==> config.mk <==
export PLATFORM = sky130hd
export DESIGN_NAME = mips_muldiv_alu
export DESIGN_NICKNAME = d
export VERILOG_FILES = /design/src/rtl/mips_muldiv_alu.sv
export SDC_FILE = /design/constraint.sdc
export NUM_CORES = 1
export LEC_CHECK = 0
export BUFFER_PORTS_ARGS = -buffer_cell sky130_fd_sc_hd__buf_2
export CAP_MARGIN = 40
export CORE_ASPECT_RATIO = 0.9
export CORE_MARGIN = 2
export CORE_UTILIZATION = 57
export DETAILED_ROUTE_END_ITERATION = 8
export PLACE_DENSITY = 0.75
export SLEW_MARGIN = 20
export SYNTH_ARGS = -nofsm -noshare
export SYNTH_HDL_FRONTEND = slang
export SYNTH_SLANG_ARGS = --single-unit
==> constraint.sdc <==
create_clock -name CLK -period 5.8 [get_ports CLK]
set_input_delay 0.58 -clock CLK [delete_from_list [all_inputs] [get_ports CLK]]
set_output_delay 0.58 -clock CLK [all_outputs]
set_load 0.01 [all_outputs]
==> src/rtl/mips_muldiv_alu.sv <==
// MIPS EX-stage ALU: single-cycle logic/arith/shift/compare operations plus an
// iterative radix-2 multiply / restoring divide unit that owns HI and LO.
// A launch is registered for one cycle, then the FSM runs IDLE -> RUN -> FINISH.
module mips_muldiv_alu #(
  parameter int WIDTH   = 32,
  parameter int SHAMT_W = 5
) (
  input  logic               CLK,
  input  logic               nRST,
  input  logic [3:0]         AluOP,
  input  logic [WIDTH-1:0]   X,
  input  logic [WIDTH-1:0]   Y,
  input  logic [SHAMT_W-1:0] shamt,
  input  logic               Start,
  output logic               Equal,
  output logic               Less,
  output logic [WIDTH-1:0]   Result,
  output logic [WIDTH-1:0]   Result_2,
  output logic               Busy,
  output logic               Done,
  output logic               DivByZero
);

  localparam int CNT_W = $clog2(WIDTH);

  typedef enum logic [3:0] {
    OP_SLL   = 4'd0,
    OP_SRA   = 4'd1,
    OP_SRL   = 4'd2,
    OP_MULTU = 4'd3,
    OP_DIVU  = 4'd4,
    OP_ADD   = 4'd5,
    OP_SUB   = 4'd6,
    OP_AND   = 4'd7,
    OP_OR    = 4'd8,
    OP_XOR   = 4'd9,
    OP_NOR   = 4'd10,
    OP_SCMP  = 4'd11,
    OP_UCMP  = 4'd12,
    OP_MULT  = 4'd13,
    OP_DIV   = 4'd14,
    OP_RSVD  = 4'd15
  } op_e;

  typedef enum logic [1:0] {
    S_IDLE   = 2'd0,
    S_RUN    = 2'd1,
    S_FINISH = 2'd2
  } state_e;

  op_e    op;
  state_e state, state_next;

  // Registered launch request (raw operands and operation kind)
  logic               req_pend;
  logic               req_div;
  logic               req_sgn;
  logic [WIDTH-1:0]   req_x;
  logic [WIDTH-1:0]   req_y;

  // Iteration state
  logic               is_div;
  logic               neg_q;
  logic               neg_r;
  logic               dz;
  logic [WIDTH-1:0]   opb;
  logic [2*WIDTH:0]   work;
  logic [CNT_W-1:0]   cnt;
  logic [WIDTH-1:0]   hi;
  logic [WIDTH-1:0]   lo;

  // Control from the output decoder
  logic               accept;
  logic               load;
  logic               step;
  logic               finish;

  // Datapath helpers
  logic               x_neg;
  logic               y_neg;
  logic [WIDTH-1:0]   x_mag;
  logic [WIDTH-1:0]   y_mag;
  logic [2*WIDTH:0]   work_load;
  logic [2*WIDTH:0]   work_step;
  logic [2*WIDTH:0]   shifted;
  logic [WIDTH:0]     trial;
  logic [WIDTH:0]     mul_sum;
  logic [2*WIDTH-1:0] prod_fix;
  logic [WIDTH-1:0]   quo_fix;
  logic [WIDTH-1:0]   rem_fix;
  logic               is_muldiv;

  assign op        = op_e'(AluOP);
  assign is_muldiv = (op == OP_MULTU) || (op == OP_DIVU) || (op == OP_MULT) || (op == OP_DIV);

  // A new request is taken only when the unit is fully idle (no pending launch)
  assign accept = Start && is_muldiv && (state == S_IDLE) && !req_pend;

  // Flag outputs are pure functions of the operands
  always_comb begin
    Equal = (X == Y);
    Less  = ($signed(X) < $signed(Y));
  end

  // FSM state register
  always_ff @(posedge CLK or negedge nRST) begin
    if (!nRST) state <= S_IDLE;
    else       state <= state_next;
  end

  // FSM next-state logic
  always_comb begin
    state_next = state;
    case (state)
      S_IDLE:   if (req_pend) state_next = S_RUN;
      S_RUN:    if (cnt == CNT_W'(WIDTH - 1)) state_next = S_FINISH;
      S_FINISH: state_next = S_IDLE;
      default:  state_next = S_IDLE;
    endcase
  end

  // FSM output decode: which datapath action happens at the next edge
  always_comb begin
    load   = 1'b0;
    step   = 1'b0;
    finish = 1'b0;
    case (state)
      S_IDLE:   load   = req_pend;
      S_RUN:    step   = 1'b1;
      S_FINISH: finish = 1'b1;
      default:  ;
    endcase
  end

  // Launch request capture; operand changes after this edge are not seen
  always_ff @(posedge CLK or negedge nRST) begin
    if (!nRST) begin
      req_pend <= 1'b0;
      req_div  <= 1'b0;
      req_sgn  <= 1'b0;
      req_x    <= '0;
      req_y    <= '0;
    end else if (accept) begin
      req_pend <= 1'b1;
      req_div  <= (op == OP_DIVU) || (op == OP_DIV);
      req_sgn  <= (op == OP_MULT) || (op == OP_DIV);
      req_x    <= X;
      req_y    <= Y;
    end else if (load) begin
      req_pend <= 1'b0;
    end
  end

  // Magnitudes of the latched operands; |MIN| is simply 2^(WIDTH-1) unsigned
  always_comb begin
    x_neg     = req_sgn & req_x[WIDTH-1];
    y_neg     = req_sgn & req_y[WIDTH-1];
    x_mag     = x_neg ? (-req_x) : req_x;
    y_mag     = y_neg ? (-req_y) : req_y;
    work_load = '0;
    work_load[WIDTH-1:0] = x_mag;
  end

  // One iteration: work holds {acc, multiplier} for multiply, {rem, quotient} for divide
  always_comb begin
    shifted = work << 1;
    trial   = shifted[2*WIDTH:WIDTH] - {1'b0, opb};
    mul_sum = work[2*WIDTH:WIDTH] + (work[0] ? {1'b0, opb} : '0);
    if (is_div) begin
      if (shifted[2*WIDTH:WIDTH] >= {1'b0, opb})
        work_step = {trial, shifted[WIDTH-1:1], 1'b1};
      else
        work_step = shifted;
    end else begin
      work_step = {1'b0, mul_sum, work[WIDTH-1:1]};
    end
  end

  // Sign fixup applied in FINISH
  always_comb begin
    prod_fix = neg_q ? (-work[2*WIDTH-1:0]) : work[2*WIDTH-1:0];
    quo_fix  = neg_q ? (-work[WIDTH-1:0]) : work[WIDTH-1:0];
    rem_fix  = neg_r ? (-work[2*WIDTH-1:WIDTH]) : work[2*WIDTH-1:WIDTH];
  end

  // Multiply/divide datapath, HI/LO and status registers
  always_ff @(posedge CLK or negedge nRST) begin
    if (!nRST) begin
      is_div    <= 1'b0;
      neg_q     <= 1'b0;
      neg_r     <= 1'b0;
      dz        <= 1'b0;
      opb       <= '0;
      work      <= '0;
      cnt       <= '0;
      hi        <= '0;
      lo        <= '0;
      Busy      <= 1'b0;
      Done      <= 1'b0;
      DivByZero <= 1'b0;
    end else begin
      Done <= 1'b0;
      if (accept) DivByZero <= 1'b0;
      if (load) begin
        is_div <= req_div;
        neg_q  <= x_neg ^ y_neg;
        neg_r  <= x_neg;
        dz     <= req_div && (req_y == '0);
        opb    <= y_mag;
        work   <= work_load;
        cnt    <= '0;
        Busy   <= 1'b1;
      end
      if (step) begin
        work <= work_step;
        cnt  <= cnt + 1'b1;
      end
      if (finish) begin
        // Divide by zero: the restoring loop leaves |X| as remainder, so the
        // remainder fixup already yields HI=X; only LO needs forcing.
        if (is_div) begin
          lo        <= dz ? '1 : quo_fix;
          hi        <= rem_fix;
          DivByZero <= dz;
        end else begin
          {hi, lo} <= prod_fix;
        end
        Done <= 1'b1;
        Busy <= 1'b0;
      end
    end
  end

  // Result multiplexer
  always_comb begin
    Result   = '0;
    Result_2 = '0;
    case (op)
      OP_SLL:   Result = Y << shamt;
      OP_SRA:   Result = $signed(Y) >>> shamt;
      OP_SRL:   Result = Y >> shamt;
      OP_ADD:   Result = X + Y;
      OP_SUB:   Result = X - Y;
      OP_AND:   Result = X & Y;
      OP_OR:    Result = X | Y;
      OP_XOR:   Result = X ^ Y;
      OP_NOR:   Result = ~(X | Y);
      OP_SCMP:  Result[0] = ($signed(X) < $signed(Y));
      OP_UCMP:  Result[0] = (X < Y);
      OP_MULTU, OP_DIVU, OP_MULT, OP_DIV: begin
        Result   = lo;
        Result_2 = hi;
      end
      default:  ;
    endcase
  end

endmodule

# Yosys cells after proc, flatten, opt, wreduce, memory -nomap -nowiden
# Index checks and enable logic that the tools add are counted.
# word_totals
reg_bits	242
input_bits	76
out_inout_bits	69
wordCells	111
# classes
add_sub_neg	10
order_cmp	3
n_eq_ne	20
shift	3
n_mux	32
bitwise	7
n_reduce_logical	18
# op_table
operator	n
$pmux W31 S10	1
$mux W32	9
$mux W65	4
$neg A32 Y32	4
$lt A32 B32 Y1	2
$mux W64	1
$neg A64 Y64	1
$add A33 B32 Y33	1
$ge A33 B32 Y1	1
$sub A33 B32 Y33	1
$add A32 B32 Y32	1
$and A32 B32 Y32	1
$eq A32 B32 Y1	1
$logic_not A32 Y1	1
$not A32 Y32	1
$or A32 B32 Y32	1
$shl A32 B5 Y32	1
$shr A32 B5 Y32	1
$sshr A32 B5 Y32	1
$sub A32 B32 Y32	1
$xor A32 B32 Y32	1
$eq A4 B4 Y1 const B	7
$eq A4 B3 Y1 const B	4
$pmux W1 S12	1
21 further kinds	45

# Longest topological paths before layout
# logic_depth
ltp_word	10
depth_mapped	15

# Worst setup path before layout
# OpenSTA, ideal clock, no wires.
# synth_timing
kind	input to output
start	input X[1]
end	output Result[27]
t_arrival_ns	3.443
slack_ns	1.777
cell_stages	12
path_buffers	0
path_cell_list	inv_1 > ha_1 > a21o_1 > a41o_1 > or4b_1 > and2_1 > o2bb2ai_1 > a211o_1 > a211oi_1 > o21bai_1 > o221a_2 > o21ai_0
# synth_between
elab_chain_cells	2
word_cells_on_any_way	3
cone_classes	add/sub: 2; mux: 1
# synth_rtl
item	line	rtl
start, declared	11	input logic [WIDTH-1:0] X,
$sub A32 B32 Y32 / $add A32 B32 Y32 (equally long branches)	243, 242	
$pmux W31 S10 *	238	case (op)
end, declared	17	output logic [WIDTH-1:0] Result,
# Mark *: on every way between the ends. The rest lies on a longest branch, timed or not.

# Final worst setup path
# layout_timing
start	input Y[16]
end	output Result[0]
# layout_between
elab_chain_cells	2
word_cells_on_any_way	6
cone_classes	order compare: 2; shift: 3; mux: 1
# layout_rtl
item	line	rtl
start, declared	12	input logic [WIDTH-1:0] Y,
$lt A32 B32 Y1 (tied with other cells)	249	OP_UCMP: Result[0] = (X < Y);
$pmux W1 S12 *	238	
# Marks and branches as above.

==> results_tabular.tex <==
\begin{tabular}{lr}
\hline
Metric & Value \\
\hline
\multicolumn{2}{l}{\textbf{Worst setup path}} \\
\quad Start-to-end type of the worst setup path & in2out \\
\quad Cell seen most often among critical-path stages & buf\_2 \\
\quad Element type at the critical path end & output port \\
\quad CP cell instances & buf\_2 > inv\_1 > ha\_1 > or4\_1 > nor3b\_1 > a21boi\_0 > o41ai\_1 > o311a\_1 > o21ai\_0 > nand4\_1 > buf\_2 \\
\quad Flop-to-flop setup slack & 1370 ps \\
\quad CP startpoint & Y[16] \\
\quad Buffers \& Inverters on Critical Path & 3 \\
\quad Cell at the slowest stage of the critical path & a21boi\_0 \\
\quad Critical path data arrival time & 4700 ps \\
\quad Required time at the worst-slack endpoint & 5220 ps \\
\quad Worst-path fanout max & 12 \\
\quad CP peak stage delay & 590 ps \\
\quad Critical path depth & 11 \\
\quad Type of origin of the critical path & input pin \\
\quad CP delay by family, top & simple AND/OR/NAND/NOR gates \\
\quad Endpoint of the most critical register-to-register path & work[43] \\
\quad Start of the worst register-to-register path & work[32] \\
\quad Cell depth of the worst flop-to-flop path & 13 \\
\multicolumn{2}{l}{\textbf{Clock tree}} \\
\quad Setup repair bufs after CTS & 0 \\
\quad Maximum level of the CTS H-tree & 1 \\
\quad CTS max path bufs & 3 \\
\quad Clock-pin transition on the worst setup and hold timing paths & 70 ps \\
\quad Number of CTS-inserted buffers & 28 \\
\quad Root Buffer Master & clkbuf\_16 \\
\quad CTS tree & yes \\
\quad Latest clock arrival within the worst-skew pair & 610 ps \\
\quad Clk sink count & 242 \\
\multicolumn{2}{l}{\textbf{Global route}} \\
\quad Gr ovfl total & 0 \\
\quad Overall Global Routing Usage & 45.2\% \\
\quad Via count of the first global-routing pass & 25300 \\
\quad Antenna violations before repair & 10 \\
\quad Largest net degree at the start of global routing & 77 \\
\quad First-pass GRT wire length & 158000 um \\
\multicolumn{2}{l}{\textbf{Yosys}} \\
\quad Post-synthesis instance total & 3290 \\
\quad Seq cells post-synth & 242 \\
\quad Ys flop type & dfrtp\_1 \\
\quad Synthesized-area fraction occupied by and/or/nand/nor cells & 18.5\% \\
\quad Post-synthesis compound-gate area fraction & 27.0\% \\
\quad Number of library cell types mapped by synthesis & 81 \\
\quad Dominant combinational cell family by area after synthesis & compound AO/OA/AOI/OAI gates \\
\quad Async set or reset register ratio after synthesis & 100\% \\
\quad Post-Synthesis Mean Instance Area & 7.77 um2 \\
\quad Fraction of synthesized area in multiplexers & 9.79\% \\
\quad Number of enable flip-flop cells after synthesis & 0 \\
\quad Sequential share of the synthesized area & 23.7\% \\
\quad Mapped cell area & 25500 um2 \\
\quad Share of synthesized cell area in full adder, half adder and majority cells & 9.28\% \\
\quad Post-Syn Nets & 3553 \\
\quad Yosys warns & 0 \\
\quad Parity-gate share of the synthesized area counting xor and xnor cells & 5.90\% \\
\multicolumn{2}{l}{\textbf{Timing}} \\
\quad Slew Limit Headroom & 39.2\% \\
\quad Worst Max-Slew Pin Slew & 910 ps \\
\quad Final worst clock skew & 27.6 ps \\
\quad Number of hold violations in the final report & 0 \\
\quad Clock period minus final worst setup slack & 5280 ps \\
\quad Peak clock frequency supported by timing & 0.190 GHz \\
\quad Max Slew Vio Count & 0 \\
\quad Period Utilization, post-route & 91.0\% \\
\quad Worst setup margin & 523 ps \\
\quad Total Neg Setup Slack & 0 ps \\
\quad Number of endpoints failing setup at the final stage & 0 \\
\quad Setup repair after global routing missed its margin & no \\
\multicolumn{2}{l}{\textbf{Die}} \\
\quad Starting density of the core & 57.8\% \\
\quad Number of placement rows & 73 \\
\quad Die area & 46500 um2 \\
\quad Die boundary height & 205 um \\
\quad Horizontal die dimension & 227 um \\
\quad Number of ports placed on the die boundary & 145 \\
\quad Placeable Area & 44200 um2 \\
\multicolumn{2}{l}{\textbf{Cells and area}} \\
\quad Commonest non-fill, non-tap cell in the layout & nor2\_1 \\
\quad Total area of sequential cells & 6060 um2 \\
\quad Number of filler cells placed in the layout & 3838 \\
\quad Net count of the finished layout & 3581 \\
\quad Multi-input gate area in the final layout & 18100 um2 \\
\quad Proportion of layout cells with a drive suffix above 1 & 12.7\% \\
\quad Leading cell types in the layout, fill and taps excluded & nor2\_1, o21ai\_0, nand2\_1, a21oi\_1, dfrtp\_1 \\
\quad Non-Filler Cell Area, Final & 27900 um2 \\
\quad Synth-to-Final Area Change & 9.25\% \\
\multicolumn{2}{l}{\textbf{Power and ir drop}} \\
\quad LEAKAGE & 12.0 nW \\
\quad Switching portion of total power & 50.2\% \\
\quad Part of the total power dissipated in sequential elements & 28.8\% \\
\quad Pwr per Cell Area & 459 nW/um2 \\
\quad Proportion of power drawn by the clock network & 14.5\% \\
\quad Cell internal power dissipation & 6.38 mW \\
\quad Net switching component of the power & 6.43 mW \\
\quad Max VDD drop & 335 uV \\
\quad Power share of the combinational group & 56.7\% \\
\quad Final Total Pwr & 12.8 mW \\
\multicolumn{2}{l}{\textbf{Worst hold path}} \\
\quad Type of the tightest min-delay check & in2reg \\
\quad Hold path endpoint & req\_x[3] \\
\quad Worst Min Path Start & X[3] \\
\quad Instance count along the most critical hold path & 2 \\
\multicolumn{2}{l}{\textbf{Placement}} \\
\quad Gp weighted congestion & 1.08 \\
\quad DP Worst Slack & 799 ps \\
\quad Port Buffers & 144 \\
\quad Total half-perimeter wirelength after legalization and detailed placement & 82900 um \\
\quad Area of placed instances & 26800 um2 \\
\multicolumn{2}{l}{\textbf{Routing}} \\
\quad Detailed-router iteration count before antenna repair & 8 \\
\quad Wire length per cell & 27.3 um \\
\quad Wirelength, routed & 108000 um \\
\quad Vias per cell & 6.97 \\
\quad Violation count after the first detailed-routing iteration & 4223 \\
\quad Count of vias placed by the detailed router & 27500 \\
\quad Remaining routing DRC violations & 0 \\
\quad Post-route ant nets & 0 \\
\multicolumn{2}{l}{\textbf{Status}} \\
\quad Run status & finished clean \\
\multicolumn{2}{l}{\textbf{Run}} \\
\quad Max-capacitance violation count & 0 \\
\hline
\end{tabular}
-- power by group through the flow --
stage                     Combinational [mW]  Clock (mW)  Sequential (mW)
after floorplan                         5.24           0             3.03
after global placement                  6.73           0             3.54
after detailed placement                6.93           0             3.60
final                                   7.26        1.85             3.70
after global routing                    7.88        1.93             3.74
after CTS                               7.00        1.85             3.59
-- cells in the mapped netlist (all sizes together) (30+ instances only) --
library cell    n  share of area (%)
dfrtp         242                 24
o31ai          30               0.88
a211oi         55                1.6
ha            183                9.0
o211ai         30               0.88
clkbuf        182                2.7
a221oi         42                1.4
mux2           64                2.8
a31oi          39               0.95
nand2         292                4.3
xor2           83                2.8
nand3          57                1.1
a21oi         288                5.6
o22ai          33               0.81
mux4           40                3.5
mux2i          88                3.4
nand2b         33               0.84
xnor2          89                3.1
a22oi          30               0.88
a21o           56                1.6
buf            38               0.61
nor3           79                1.6
inv           167                2.5
o21ai         303                5.9
nor2          353                5.2
and2           49                1.2
-- per-stage QoR --
stage | utilization [%] | cells | hold slack [ps]
2_1_floorplan | - | 3290 | 284
3_3_place_gp | 60.5 | 3876 | 454
3_5_place_dp | 60.6 | 3881 | 462
4_1_cts | 62.8 | 3934 | 280
5_1_grt | 63.1 | 3943 | 302
6_report | 63.1 | 3946 | 290
-- flip-flops by register name, summed over array words and instances (netlist names) --
name,flops
neg_r,1
state,2
req_x,32
req_pend,1
opb,32
work,65
is_div,1
req_y,32
cnt,5
req_div,1
neg_q,1
dz,1
Done,1
lo,32
hi,32
Busy,1
DivByZero,1
req_sgn,1
-- repair_timing --
action | CTS | global route
endpoints found under the setup margin | 0 | 0
hold buffers | 1 | 0
endpoints found under the hold margin | 63 | 0
resized for setup | 0 | 0
-- how the worst max path moves through the flow --
stage / to / slack [ps]
after floorplan: Result[27] / 1780
after global placement: Result[30] / 880
after detailed placement: Result[30] / 800
after CTS: Result[30] / 790
after global routing: Result[31] / 550
final: Result[0] / 520
-- per-layer routing --
layer | GRT usage, % | wire (um) | part of all wire, %
met1 | 63.2 | 43200 | 40
met3 | 15.0 | 15800 | 15
met2 | 63.2 | 43000 | 40
met4 | 19.2 | 5530 | 5.1
met5 | 0 | 41 | 0.038
-- kinds of logic (layout without fill, tap and decap cells) --
| logic type | Yosys count | count (layout) |
|---|---|---|
| XOR/XNOR | 172 | 172 |
| adder cells (fa/ha/maj) | 187 | 187 |
| AND/OR/NAND/NOR | 1022 | 1022 |
| multiplexers | 192 | 192 |
| flip-flops | 242 | 242 |
| AO/OA/AOI/OAI | 1087 | 1087 |
| other | 0 | 6 |
| buffers and inverters | 388 | 438 |
-- area by class of cell --
type | count | share of cell area (%)
clock inverter | 15 | 0.596
multi-input combinational | 2660 | 64.8
clock buffer | 37 | 2.81
inverter | 168 | 2.26
timing repair buffer | 218 | 5.06
antenna | 6 | 0.0538
tap | 600 | 2.69
sequential | 242 | 21.7
Power figures use the tool's default switching activity.
